`src/rtl/led_pkg.sv`:
```
// Shared types and constants for the LED counter divider programming controller.
package led_pkg;

    typedef enum logic [1:0] {
        IDLE    = 2'd0,
        SETUP   = 2'd1,
        WRITE   = 2'd2,
        CONFIRM = 2'd3
    } state_e;

    localparam logic [1:0] STAT_OK      = 2'b00;
    localparam logic [1:0] STAT_TIMEOUT = 2'b01;
    localparam logic [1:0] STAT_ILLEGAL = 2'b10;

    localparam int DIV_W_DEF = 12;

endpackage

```
`src/rtl/led_edge_det.sv`:
```
// Any-edge detector on the counter's LED toggle: keeps a registered copy and
// flags every cycle where the live input differs from it.
module led_edge_det (
    input  logic clk100,
    input  logic rst,
    input  logic led_int_i,
    output logic edge_o
);

    logic led_q;

    always_ff @(posedge clk100 or posedge rst) begin
        if (rst) begin
            led_q <= 1'b0;
        end else begin
            led_q <= led_int_i;
        end
    end

    assign edge_o = led_int_i ^ led_q;

endmodule

```
`src/rtl/led_div_ctrl.sv`:
```
// Divider programming controller: accepts a request, drives setup-then-strobe
// onto the counter's divider port, then confirms the update by counting LED edges.
module led_div_ctrl
    import led_pkg::*;
#(
    parameter int               DIV_W         = DIV_W_DEF,
    parameter logic [DIV_W-1:0] DIV_RST       = DIV_W'(1),
    parameter int               CONFIRM_EDGES = 2,
    parameter int               TIMEOUT_CYC   = 100_000_000
) (
    input  logic             clk100,
    input  logic             rst,
    input  logic             req_valid_i,
    output logic             req_ready_o,
    input  logic [DIV_W-1:0] req_div_i,
    output logic [DIV_W-1:0] div_o,
    output logic             wren_o,
    input  logic             led_int_i,
    output logic             busy_o,
    output logic             done_o,
    output logic [1:0]       stat_o
);

    // A one-cycle timeout still needs a 1-bit counter to hold its terminal value.
    localparam int              TMO_W   = (TIMEOUT_CYC > 1) ? $clog2(TIMEOUT_CYC) : 1;
    localparam logic [TMO_W-1:0] TMO_MAX = TMO_W'(TIMEOUT_CYC - 1);
    localparam logic [3:0]       CONF_N  = 4'(CONFIRM_EDGES);

    state_e             state_q;
    logic [DIV_W-1:0]   div_q;
    logic               wren_q;
    logic               done_q;
    logic [1:0]         stat_q;
    logic [3:0]         edge_cnt_q;
    logic [3:0]         edge_cnt_d;
    logic [TMO_W-1:0]   tmo_cnt_q;
    logic [TMO_W-1:0]   tmo_cnt_d;
    logic               led_edge;

    led_edge_det u_edge_det (
        .clk100    (clk100),
        .rst       (rst),
        .led_int_i (led_int_i),
        .edge_o    (led_edge)
    );

    assign edge_cnt_d = led_edge ? edge_cnt_q + 4'd1 : edge_cnt_q;
    assign tmo_cnt_d  = (tmo_cnt_q == TMO_MAX) ? tmo_cnt_q : tmo_cnt_q + TMO_W'(1);

    always_ff @(posedge clk100 or posedge rst) begin
        if (rst) begin
            state_q    <= IDLE;
            div_q      <= DIV_RST;
            wren_q     <= 1'b0;
            done_q     <= 1'b0;
            stat_q     <= STAT_OK;
            edge_cnt_q <= 4'd0;
            tmo_cnt_q  <= '0;
        end else begin
            wren_q <= 1'b0;
            done_q <= 1'b0;
            case (state_q)
                IDLE: begin
                    if (req_valid_i && req_ready_o) begin
                        if (req_div_i == '0) begin
                            done_q <= 1'b1;
                            stat_q <= STAT_ILLEGAL;
                        end else begin
                            div_q   <= req_div_i;
                            state_q <= SETUP;
                        end
                    end
                end
                SETUP: begin
                    wren_q  <= 1'b1;
                    state_q <= WRITE;
                end
                WRITE: begin
                    edge_cnt_q <= 4'd0;
                    tmo_cnt_q  <= '0;
                    state_q    <= CONFIRM;
                end
                CONFIRM: begin
                    edge_cnt_q <= edge_cnt_d;
                    tmo_cnt_q  <= tmo_cnt_d;
                    // Success is tested first so a final edge on the last timeout cycle still counts.
                    if (edge_cnt_d == CONF_N) begin
                        done_q  <= 1'b1;
                        stat_q  <= STAT_OK;
                        state_q <= IDLE;
                    end else if (tmo_cnt_q == TMO_MAX) begin
                        done_q  <= 1'b1;
                        stat_q  <= STAT_TIMEOUT;
                        state_q <= IDLE;
                    end
                end
                default: state_q <= IDLE;
            endcase
        end
    end

    assign req_ready_o = (state_q == IDLE);
    assign busy_o      = (state_q != IDLE);
    assign div_o       = div_q;
    assign wren_o      = wren_q;
    assign done_o      = done_q;
    assign stat_o      = stat_q;

endmodule

```
`config.mk`:
```
export PLATFORM = sky130hd
export DESIGN_NAME = led_div_ctrl
export DESIGN_NICKNAME = d
export VERILOG_FILES = /design/src/rtl/led_pkg.sv /design/src/rtl/led_edge_det.sv /design/src/rtl/led_div_ctrl.sv
export SDC_FILE = /design/constraint.sdc
export NUM_CORES = 1
export LEC_CHECK = 0
export BUFFER_PORTS_ARGS = -buffer_cell sky130_fd_sc_hd__clkbuf_2
export CAP_MARGIN = 10
export CORE_MARGIN = 2
export CORE_UTILIZATION = 57
export CTS_CLUSTER_SIZE = 14
export DETAILED_ROUTE_END_ITERATION = 10
export PLACE_DENSITY_LB_ADDON = 0.25
export SLEW_MARGIN = 20
export SYNTH_ARGS = -nofsm -noshare
export SYNTH_HDL_FRONTEND = slang
export SYNTH_SLANG_ARGS = --single-unit
```
`constraint.sdc`:
```
create_clock -name clk100 -period 2.4 [get_ports clk100]
set_input_delay 0.48 -clock clk100 [delete_from_list [all_inputs] [get_ports clk100]]
set_output_delay 0.48 -clock clk100 [all_outputs]
set_load 0.01 [all_outputs]
```
======== Word-level counts from Yosys, hierarchy flattened ========
Index checks and enable logic that the tools add are counted.
word-level totals
  register bits after elaboration ......... 50
  logic and storage cells ................. 52
cells by class
  add/subtract/negate cells ............... 2
  equal/unequal tests ..................... 10
  mux-type cells .......................... 20
  bitwise operators ....................... 2
  reductions and logical operators ........ 10
operators by type and width
  operator                                             number
  one-hot mux 27 bit (2 select lines)                  1
  adder 27 x 1 -> 27 bit, second input constant        1
  equality test 27 bit, second input constant          1
  two-way mux 27 bit                                   1
  two-way mux 2 bit                                    8
  zero test 12 bit                                     1
  one-hot mux 2 bit (4 select lines)                   1
  one-hot mux 4 bit (2 select lines)                   1
  AND reduction 3 bit                                  2
  nonzero test 2 bit                                   3
  two-way mux 1 bit                                    5
  adder 4 x 1 -> 4 bit, second input constant          1
  equality test 2 bit, second input constant           2
  equality test 4 x 2 -> 1 bit, second input constant  1
  two-way mux 4 bit                                    1
  != test 2 x 1 -> 1 bit, second input constant        2
  != test 2 bit, second input constant                 2
  one-hot mux 2 bit (2 select lines)                   1
  AND reduction 4 bit                                  1
  != test 3 bit, second input constant                 1
  equality test 2 x 1 -> 1 bit, second input constant  1
  zero test 2 bit                                      1
  one-hot mux 1 bit (2 select lines)                   1
  AND reduction 2 bit                                  1
  3 further kinds                                      3

======== Depth between registers and ports, before layout ========
Gate-level depths: netlist of run 1.
  depth after elaboration ................. 5
  mapped depth ............................ 9
  gate-level depth less buffers ........... 7

======== Modules after synthesis ========
Synthesis of run 1 repeated with hierarchy kept, for this count alone.
unflattened totals
  cells, all modules ...................... 263
  area total of the unflattened synthesis .. 2673.8 um^2
by module, submodules not included
  module        times used  cells an instance  area an instance (um^2)  seq. area each (um^2)
  led_div_ctrl  1           260                2636.3                   1227.4
  led_edge_det  1           3                  37.5                     25.0

======== Worst setup path before layout of run 1 ========
No wires, ideal clock.
  path kind ............................... register to register
  start point ............................. register state_q[0]
  end point ............................... register tmo_cnt_q[25]
  setup time .............................. 77 ps
  arrival ................................. 2121 ps
  required time ........................... 2323 ps
  slack ................................... 202 ps
  cell stages (with the launch flop) ...... 10
  path buffers ............................ 2
  period minus slack after synthesis ...... 2198 ps
  cells stage by stage .................... dfrtp_1 -> inv_1 -> ha_1 -> or2_2 -> buf_4 -> nand2_2 -> or3_1 -> buf_2 -> or4_1 -> a21oi_1
between the ends
  word-level cells in the longest chain between the ends .. 3
  elaborated cells between the ends (all ways) .. 6
ends and longest elaborated chain
  what                                                                  line                source
  from (decl)                                                           led_div_ctrl.sv:29  state_e state_q;
  from (signal assigned)                                                led_div_ctrl.sv:52  state_q <= IDLE;
  from (signal assigned)                                                led_div_ctrl.sv:70  state_q <= SETUP;
  from (signal assigned)                                                led_div_ctrl.sv:76  state_q <= WRITE;
  equality test 2 bit                                                   led_div_ctrl.sv:62  case (state_q)
  != test 2 bit (no line) / nonzero test 2 bit (equally long branches)  --
  AND reduction 2 bit (no line)                                         --
  to (signal assigned)                                                  led_div_ctrl.sv:85  tmo_cnt_q <= tmo_cnt_d;
  to (decl)                                                             led_div_ctrl.sv:36  logic [TMO_W-1:0] tmo_cnt_q;
Parallel ways exist; a longest one is shown, timed or not.
A chain may end at the register's enable or synchronous reset.

======== Final worst setup path of run 1 ========
  start point ............................. register tmo_cnt_q[0]
  end point ............................... register state_q[1]
between the ends
  word-level cells in the longest chain between the ends .. 3
ends and longest elaborated chain
  what                           line                source
  equality test 27 bit           led_div_ctrl.sv:91  end else if (tmo_cnt_q == TMO_MAX) begin
  != test 3 bit (no line)        --
  AND reduction 3 bit (no line)  --
  to (signal assigned)           led_div_ctrl.sv:90  state_q <= IDLE;
  to (signal assigned)           led_div_ctrl.sv:94  state_q <= IDLE;
  to (signal assigned)           led_div_ctrl.sv:97  default: state_q <= IDLE;
No other way between the ends.

==> results of run 1 <==
==> cells in the mapped netlist, drive strengths merged (5+ instances only) <==
cell type   n  share of area (%)
dfrtp      49                 47
nand2      24                3.8
o21ai      15                2.9
mux2       13                5.8
nor2       13                1.9
nand3      11                2.1
nor4       11                2.9
a21oi      10                1.9
a31oi      10                2.4
inv        10                1.4
nand4      10                2.6
xnor2       9                3.0
ha          7                3.4
nor3        6                1.2
or3         6                1.4
mux2i       5                1.9
==> metrics by stage <==
stage,hold WS (ns),setup WS (ns)
6_report,0.308,0.161
3_5_place_dp,0.496,0.172
5_1_grt,0.303,0.000917
3_3_place_gp,0.489,0.212
2_1_floorplan,0.465,0.202
4_1_cts,0.301,0.165
==> cell usage in the layout, fill, tap and decap left out, types with 2 or more instances in the layout <==
cell type,netlist,final
a21o_1,2,2
xnor2_1,9,9
a21oi_1,10,10
nand2b_1,2,2
buf_4,1,10
nor3_1,6,6
nand2_1,22,22
clkbuf_2,0,33
nor2_1,13,13
ha_1,7,7
clkbuf_8,0,5
a32o_1,2,2
or4_1,2,2
o31ai_1,2,2
and2_1,4,4
nor4_1,10,10
inv_1,10,9
nand4_1,9,9
o21ai_0,15,15
or3_1,6,6
mux2_2,12,12
mux2i_1,5,5
nand3_1,11,11
xor2_1,2,2
o31a_1,3,3
dfrtp_1,49,49
a31oi_1,10,10
and3_1,2,2
and4_1,3,3
==> where the power goes <==
| part | switching [W] | leakage (nW) | internal [W] |
|---|---|---|---|
| Sequential | 0.000108 | 0.659 | 0.00101 |
| Combinational | 0.000573 | 0.605 | 0.000442 |
| Clock | 0.000277 | 0.0514 | 0.000311 |
==> layout make-up <==
cell class | instances | area (µm²) | share of cell area (%)
multi-input combinational | 187 | 1270 | 42.6
sequential | 50 | 1250 | 42.1
clock buffer | 6 | 72.6 | 2.44
inverter | 10 | 37.5 | 1.26
tap | 52 | 65.1 | 2.19
clock inverter | 2 | 37.5 | 1.26
timing repair buffer | 43 | 240 | 8.08
==> worst max-delay path by stage <==
| stage | start | to | slack (ns) |
|---|---|---|---|
| global placement | tmo_cnt_q[0] | state_q[1] | 0.21 |
| finish | tmo_cnt_q[0] | state_q[1] | 0.16 |
| detailed placement | tmo_cnt_q[0] | state_q[1] | 0.17 |
| floorplan | state_q[0] | tmo_cnt_q[25] | 0.20 |
| CTS | tmo_cnt_q[0] | state_q[1] | 0.16 |
| global route | tmo_cnt_q[0] | tmo_cnt_q[24] | 0.0009 |
==> critical path, stage by stage, from the launching register on <==
cell	delay, ns
dfrtp_1	0.41
ha_1	0.22
and4_1	0.23
nand2_1	0.10
or4_1	0.57
a32o_1	0.31
mux2_4	0.30
==> registers in the layout, summed over array words and instances (netlist names) <==
register	count
u_edge_det.led_q	1
div_o	12
state_q	2
tmo_cnt_q	27
wren_o	1
edge_cnt_q	4
done_o	1
stat_o	2
==> layer usage <==
metal  vias up  routed length (µm)  global-route usage [%]
met5         -                   0                       0
met3         4                 164                    3.66
met4         0                  53                    7.55
met1      1035                2450                    30.9
li1       1022                   -                       -
met2        33                2690                    38.1
==> cells by family after synthesis <==
| group | Yosys count | share of synthesized area (%) |
|---|---|---|
| adders and majority gates | 7 | 3.37 |
| DFF | 50 | 48.1 |
| and+or+nand+nor | 101 | 21.9 |
| AOI/OAI and AO/OA | 50 | 12.1 |
| muxes | 18 | 7.70 |
| xor gates and xnor gates | 11 | 3.70 |
| buffers and inverters | 18 | 3.13 |
==> results by group, run 1 <==
Power
  • Power density over the cells: around 920 nW/µm²
  • Pwr Total: 0.00273 W
  • Cell leakage power: about 1.3 nW
  • Maximum ir drop on the vdd rail: about 0.00062 V

Drt
  • Post-DR wirelength/cell: around 15 µm
  • Via count: between 2000 and 2500
  • Drt via density: between 5 and 6
  • Number of DRC violations after detailed routing: 0
  • Total wire length after detailed routing: 5360 µm
  • Final ANT Viol Nets: 0
  • Iteration count of the initial detailed-routing pass: 4
  • Initial DRC count: 94

Place
  • Instance area after placement: around 2900 µm²
  • Global placer's final weighted congestion: just over 0.8
  • HPWL reported at the end of detailed placement: 3880 µm
  • Number of buffer cells added on primary ports: 33
  • Placed instance count: around 340

Yosys
  • Cell count after synthesis: around 260
  • Library cells used by synthesis: between 40 and 50
  • Commonest register cell after synthesis: dfrtp_1
  • Count of synthesis-stage warnings from yosys: 0
  • Netlist Area Pre-Place: around 2600 µm²
  • #FFs+latches synth: 50
  • Number of nets in the synthesized netlist: between 200 and 300
  • Fraction of synthesis flops using an asynchronous set or reset pin: 100%
  • Share of the yosys chip area belonging to registers: 48.1%
  • Mean instance size in the synthesized netlist: about 10 µm²
  • Number of synthesized flops with an enable pin: 0

CTS
  • Number of setup buffers added after CTS: 0
  • Post-cts resize count: 0
  • Clock latency on the worst-skew pair: approximately 0.30 ns
  • Num CTS Buffers: 5
  • Clock tree from TritonCTS: yes
  • Sink Count: 50
  • Buffer levels on the longest clock path: 2
  • Clock transition time at the flip-flop clock pins of the worst setup and hold paths: 0.09 ns
  • Root cell of the clock tree: clkbuf_8
  • Number of H-tree levels: 2
  • Post-CTS Hold Fix Bufs: 0

Floorplan
  • Die Area: between 5000 and 6000 µm²
  • Die width: a little over 70 µm
  • Initial core utilization: between 50% and 60%
  • Die H: roughly 72 µm
  • Area of the core region: 4380 µm²
  • Number of I/O pins: 34
  • Row cnt: 24

Critical path
  • Crit path kind: reg2reg
  • Internal reg-to-reg setup slack: around 0.16 ns
  • Endpoint type of the worst setup path: register
  • Crit path arrival time: approximately 2.4 ns
  • Category of the worst setup path launch point: register
  • Worst reg2reg path endpoint: state_q[1]
  • Worst R2R Start: tmo_cnt_q[0]
  • Required time of the worst setup path: between 2 and 3 ns
  • Critical path peak fanout: 4
  • Cells on worst reg2reg path: 6

Layout
  • Count of placed standard cells in the final layout, fillers left out: 350
  • Number of nets in the finished design: 320
  • Fraction of layout cells with a size suffix above 1: 25.2%
  • Diodes inserted: 0
  • Number of fillers in the final layout: between 300 and 400
  • Final core occ: 67.8%
  • Area overhead of the layout relative to synthesis: 14.3%
  • Final instance area: 2970 µm²

STA
  • Worst clock skew: approximately 0.0081 ns
  • Ratio of final minimum period to clock period: 93.3%
  • Achievable Freq: around 450 MHz
  • Setup repair after global routing missed its margin: false
  • Rel. slew slack: between 50% and 60%
  • Number of setup violations in the final report: 0
  • Post-layout minimum cycle time: approximately 2.2 ns
  • Slew Limit Fails: 0
  • Count of endpoints failing hold in the final timing report: 0
  • Transition time at the pin with the least slew margin: 0.610 ns
  • Setup TNS: 0 ns

Hold path
  • Destination of the worst hold path: u_edge_det.led_q
  • Worst hold path cell count: 1
  • Type of the tightest min-delay check: in2reg
  • Min-delay src: led_int_i

Global routing
  • Via count of the first global-routing pass: slightly above 2000
  • Number of antenna violations at the first check in global routing: 0
  • Global-route usage over all layers: a little under a quarter
  • Wire length of the first global-routing pass: ~9300 µm
  • Total congestion overflow after global routing: 0
  • Pin count of the biggest net entering global routing: between 50 and 60

Run status
  • Status: finished, final reports clean

Job
  • Max-Cap Viols: 0
Power figures use the tool's default switching activity.
==> inputs of run 2 (changes only) <==
--- a/config.mk
+++ b/config.mk
@@ -9,10 +9,10 @@
 export CAP_MARGIN = 10
 export CORE_MARGIN = 2
 export CORE_UTILIZATION = 57
-export CTS_CLUSTER_SIZE = 14
 export DETAILED_ROUTE_END_ITERATION = 10
-export PLACE_DENSITY_LB_ADDON = 0.25
+export PLACE_DENSITY = 0.79
 export SLEW_MARGIN = 20
 export SYNTH_ARGS = -nofsm -noshare
 export SYNTH_HDL_FRONTEND = slang
+export SYNTH_HIERARCHICAL = 1
 export SYNTH_SLANG_ARGS = --single-unit
==> run 2 against run 1 <==
  * Synthesized area up 2.8%
  * Non-clock buffer count is 2 lower
  * Total power grew 2.0%
  * Global-route usage up 0.15 points
  * Die area increased by 2.6%
  * Largest power group unchanged
  * Critical endpoint is now tmo_cnt_q[6]
  * Synthesized cell count up 3.1%
  * Worst hold slack got worse by 0.0024 ns
  * Setup slack gained 0.091 ns
  * Critical path type unchanged
  * Clock power shrank 15%
==> results by group, run 2 <==
Run status
  • Status: finished, final reports clean

Power
  • Maximum ir drop on the vdd rail: 0.000576 V (-7.2%)
  • Power density over the cells: 923 nW/µm² (+0.65%)
  • Cell-internal power: 0.00172 W (-2.8%)
  • Net switching power of the design: 0.00106 W (+11%)
  • Cell leakage power: 1.30 nW (-0.91%)
  • Flop pwr share: 41.7% (+0.5 points)
  • Part of the power in combinational logic: 40.4% (+3.2 points)
  • Pwr Total: 0.00278 W (+2.0%)
  • Switching fraction of total power: 38.2% (+3.1 points)
  • Share of total power in the clock network: 18.0% (-3.6 points)

STA
  • Slew Limit Fails: 0 (unchanged)
  • Setup repair after global routing missed its margin: false
  • Worst-case hold slack: 0.306 ns (-0.00239 ns)
  • Ratio of final minimum period to clock period: 89.5% (-3.8 points)
  • Transition time at the pin with the least slew margin: 0.525 ns (-0.0849 ns)
  • Number of setup violations in the final report: 0 (unchanged)
  • Setup TNS: 0 ns (unchanged)
  • Worst clock skew: 0.00732 ns (-0.000751 ns)
  • Post-layout minimum cycle time: 2.15 ns (-0.0912 ns)
  • Count of endpoints failing hold in the final timing report: 0 (unchanged)
  • Achievable Freq: 466 MHz (+4.2%)
  • Rel. slew slack: 65.0% (+5.7 points)

Floorplan
  • Row cnt: 24 (unchanged)
  • Initial core utilization: 60.2% (+0.83 points)
  • Area of the core region: 4440 µm² (+1.4%)
  • Number of I/O pins: 34 (unchanged)
  • Die H: 72.5 µm (+1.3%)
  • Die Area: 5250 µm² (+2.6%)
  • Die width: 72.5 µm (+1.3%)

Yosys
  • Netlist Area Pre-Place: 2670 µm² (+2.8%)
  • Biggest area contributors in the synthesized netlist: dfrtp_1, mux2_2, a21oi_1, ha_1, o31ai_1
  • Cell count after synthesis: 263 (+3.1%)
  • Cell with the most instances after synthesis: dfrtp_1
  • Library cell with the largest summed area after synthesis: dfrtp_1
  • Count of synthesis-stage warnings from yosys: 6 (+6)
  • Share of the yosys chip area belonging to registers: 46.8% (-1.3 points)
  • #FFs+latches synth: 50 (unchanged)
  • Leading cell types by count after synthesis: dfrtp_1, nand2_1, a21oi_1
  • Library cells used by synthesis: 51 (+4.1%)
  • Commonest register cell after synthesis: dfrtp_1
  • Mean instance size in the synthesized netlist: 10.2 µm² (-0.34%)
  • Top cell type's share of synthesized area: 45.9% (-1.3 points)
  • Number of synthesized flops with an enable pin: 0 (unchanged)
  • Fraction of synthesis flops using an asynchronous set or reset pin: 100% (unchanged)
  • Number of nets in the synthesized netlist: 286 (+2.9%)

Critical path
  • Critical path peak fanout: 11 (+7)
  • Launch point of the critical path: tmo_cnt_q[0]
  • Crit path kind: reg2reg
  • Crit path arrival time: 2.32 ns (-0.11 ns)
  • Required time of the worst setup path: 2.57 ns (-0.02 ns)
  • Endpoint type of the worst setup path: register
  • Worst R2R Start: tmo_cnt_q[0]
  • Category of the worst setup path launch point: register

CTS
  • Clock tree from TritonCTS: yes
  • Buffer levels on the longest clock path: 2 (unchanged)
  • Number of H-tree levels: 2 (unchanged)
  • Sink Count: 50 (unchanged)
  • Root cell of the clock tree: clkbuf_8
  • Num CTS Buffers: 5 (unchanged)
  • Clock transition time at the flip-flop clock pins of the worst setup and hold paths: 0.09 ns (about the same)
  • Clock latency on the worst-skew pair: 0.30 ns (about the same)

Place
  • Number of buffer cells added on primary ports: 33 (unchanged)
  • Global placer's final weighted congestion: 0.816 (+1.4%)
  • HPWL reported at the end of detailed placement: 4020 µm (+3.6%)

Hold path
  • Min-delay src: led_int_i
  • Type of the tightest min-delay check: in2reg

Drt
  • Drt via density: 6.07 (+1.5%)
  • Via count: 2155 (+2.9%)
  • Iteration count of the initial detailed-routing pass: 4 (unchanged)
  • Final ANT Viol Nets: 0 (unchanged)
  • Total wire length after detailed routing: 5600 µm (+4.5%)
  • Number of DRC violations after detailed routing: 0 (unchanged)
  • Initial DRC count: 111 (+18%)
  • Post-DR wirelength/cell: 15.8 µm (+3.0%)

Layout
  • Area overhead of the layout relative to synthesis: 12.7%
  • Number of nets in the finished design: 325 (+1.6%)
  • Diodes inserted: 0 (unchanged)
  • Register with the most flip-flops: tmo_cnt_q
  • Max reg flops: 27 (unchanged)
  • Leading cell type in the layout, fill and taps excluded: dfrtp_1
  • Fraction of layout cells with a size suffix above 1: 23.4% (-1.7 points)
  • Commonest cells after routing, fill and taps aside: dfrtp_1, clkbuf_2, nand2_1

Global routing
  • Global-route usage over all layers: 23.1% (+0.15 points)
  • Pin count of the biggest net entering global routing: 50 (-2.0%)
  • Via count of the first global-routing pass: 2080 (+2.5%)
  • Wire length of the first global-routing pass: 9440 µm (+1.3%)
  • Total congestion overflow after global routing: 0 (unchanged)
  • Number of antenna violations at the first check in global routing: 0 (unchanged)

Job
  • Max-Cap Viols: 0 (unchanged)
-- run 2: per-layer routing --
layer	wire, µm	vias to the layer above	global-route usage, %
met5	0	-	0
met4	65	0	7.00
met3	233	6	5.00
met2	2770	48	39.1
met1	2530	1025	29.8
li1	-	1076	-
-- run 2: stage by stage --
step | util [%] | worst slack (ns) | instances | instance area [µm²]
5_1_grt | 67.8 | 0.0879 | 355 | 3010
3_3_place_gp | 65.4 | 0.342 | 346 | 2910
2_1_floorplan | - | 0.481 | 263 | 2670
6_report | 67.8 | 0.252 | 355 | 3010
3_5_place_dp | 65.4 | 0.227 | 346 | 2910
4_1_cts | 67.7 | 0.217 | 355 | 3010
-- run 2: area by class of cell --
class	count	area, µm²
clock buffer	7	86.3
clock inverter	1	5.00
fill	362	1430
inverter	14	52.6
multi-input combinational	190	1310
sequential	50	1250
tap	52	65.1
timing repair buffer	41	240
-- run 2: kinds of logic after synthesis --
| family | after synthesis | synth area share [%] |
|---|---|---|
| simple gates | 101 | 22.7 |
| compound gates | 61 | 14.6 |
| flops | 50 | 46.8 |
| buf+inv | 23 | 4.35 |
| mux | 14 | 5.85 |
| xor+xnor | 7 | 2.29 |
| fa+ha+maj | 7 | 3.28 |
-- run 2: what timing repair did --
action / in CTS / in global routing
setup buffers: 0 / 0
setup endpoints to repair: 0 / 1
gates resized for setup: 0 / 1
endpoints found under the hold margin: 1 / 0
hold buffers: 1 / 0
-- run 2: path summary, 6_finish.rpt --
| kind | depth (start not counted) | slack, ns | to |
|---|---|---|---|
| setup reg to reg | 7 | 0.25 | tmo_cnt_q[6] |
| max in group asynchronous | 4 | 1.38 | div_o[0] |
| setup / recovery | 7 | 0.25 | tmo_cnt_q[6] |
| hold reg to reg | 1 | 0.51 | div_o[5] |
| min in group asynchronous | 3 | 0.54 | u_edge_det/led_q |
| hold / removal | 1 | 0.31 | u_edge_det/led_q |
-- run 2: worst max-delay path, cell delays in order, from the launching register on --
cell	delay [ns]
dfrtp_1	0.43
ha_1	0.26
and3_1	0.22
nand4_1	0.24
o21ai_2	0.17
buf_4	0.22
o311ai_0	0.33
o41ai_1	0.14
-- run 2: power by group through the flow --
stage          combinational (W)  sequential [W]  clock, W
3_5_place_dp             0.00111         0.00117         0
6_report                 0.00112         0.00116  0.000500
2_1_floorplan           0.000740         0.00121         0
5_1_grt                  0.00124         0.00118  0.000545
3_3_place_gp             0.00107         0.00116         0
4_1_cts                  0.00111         0.00116  0.000512
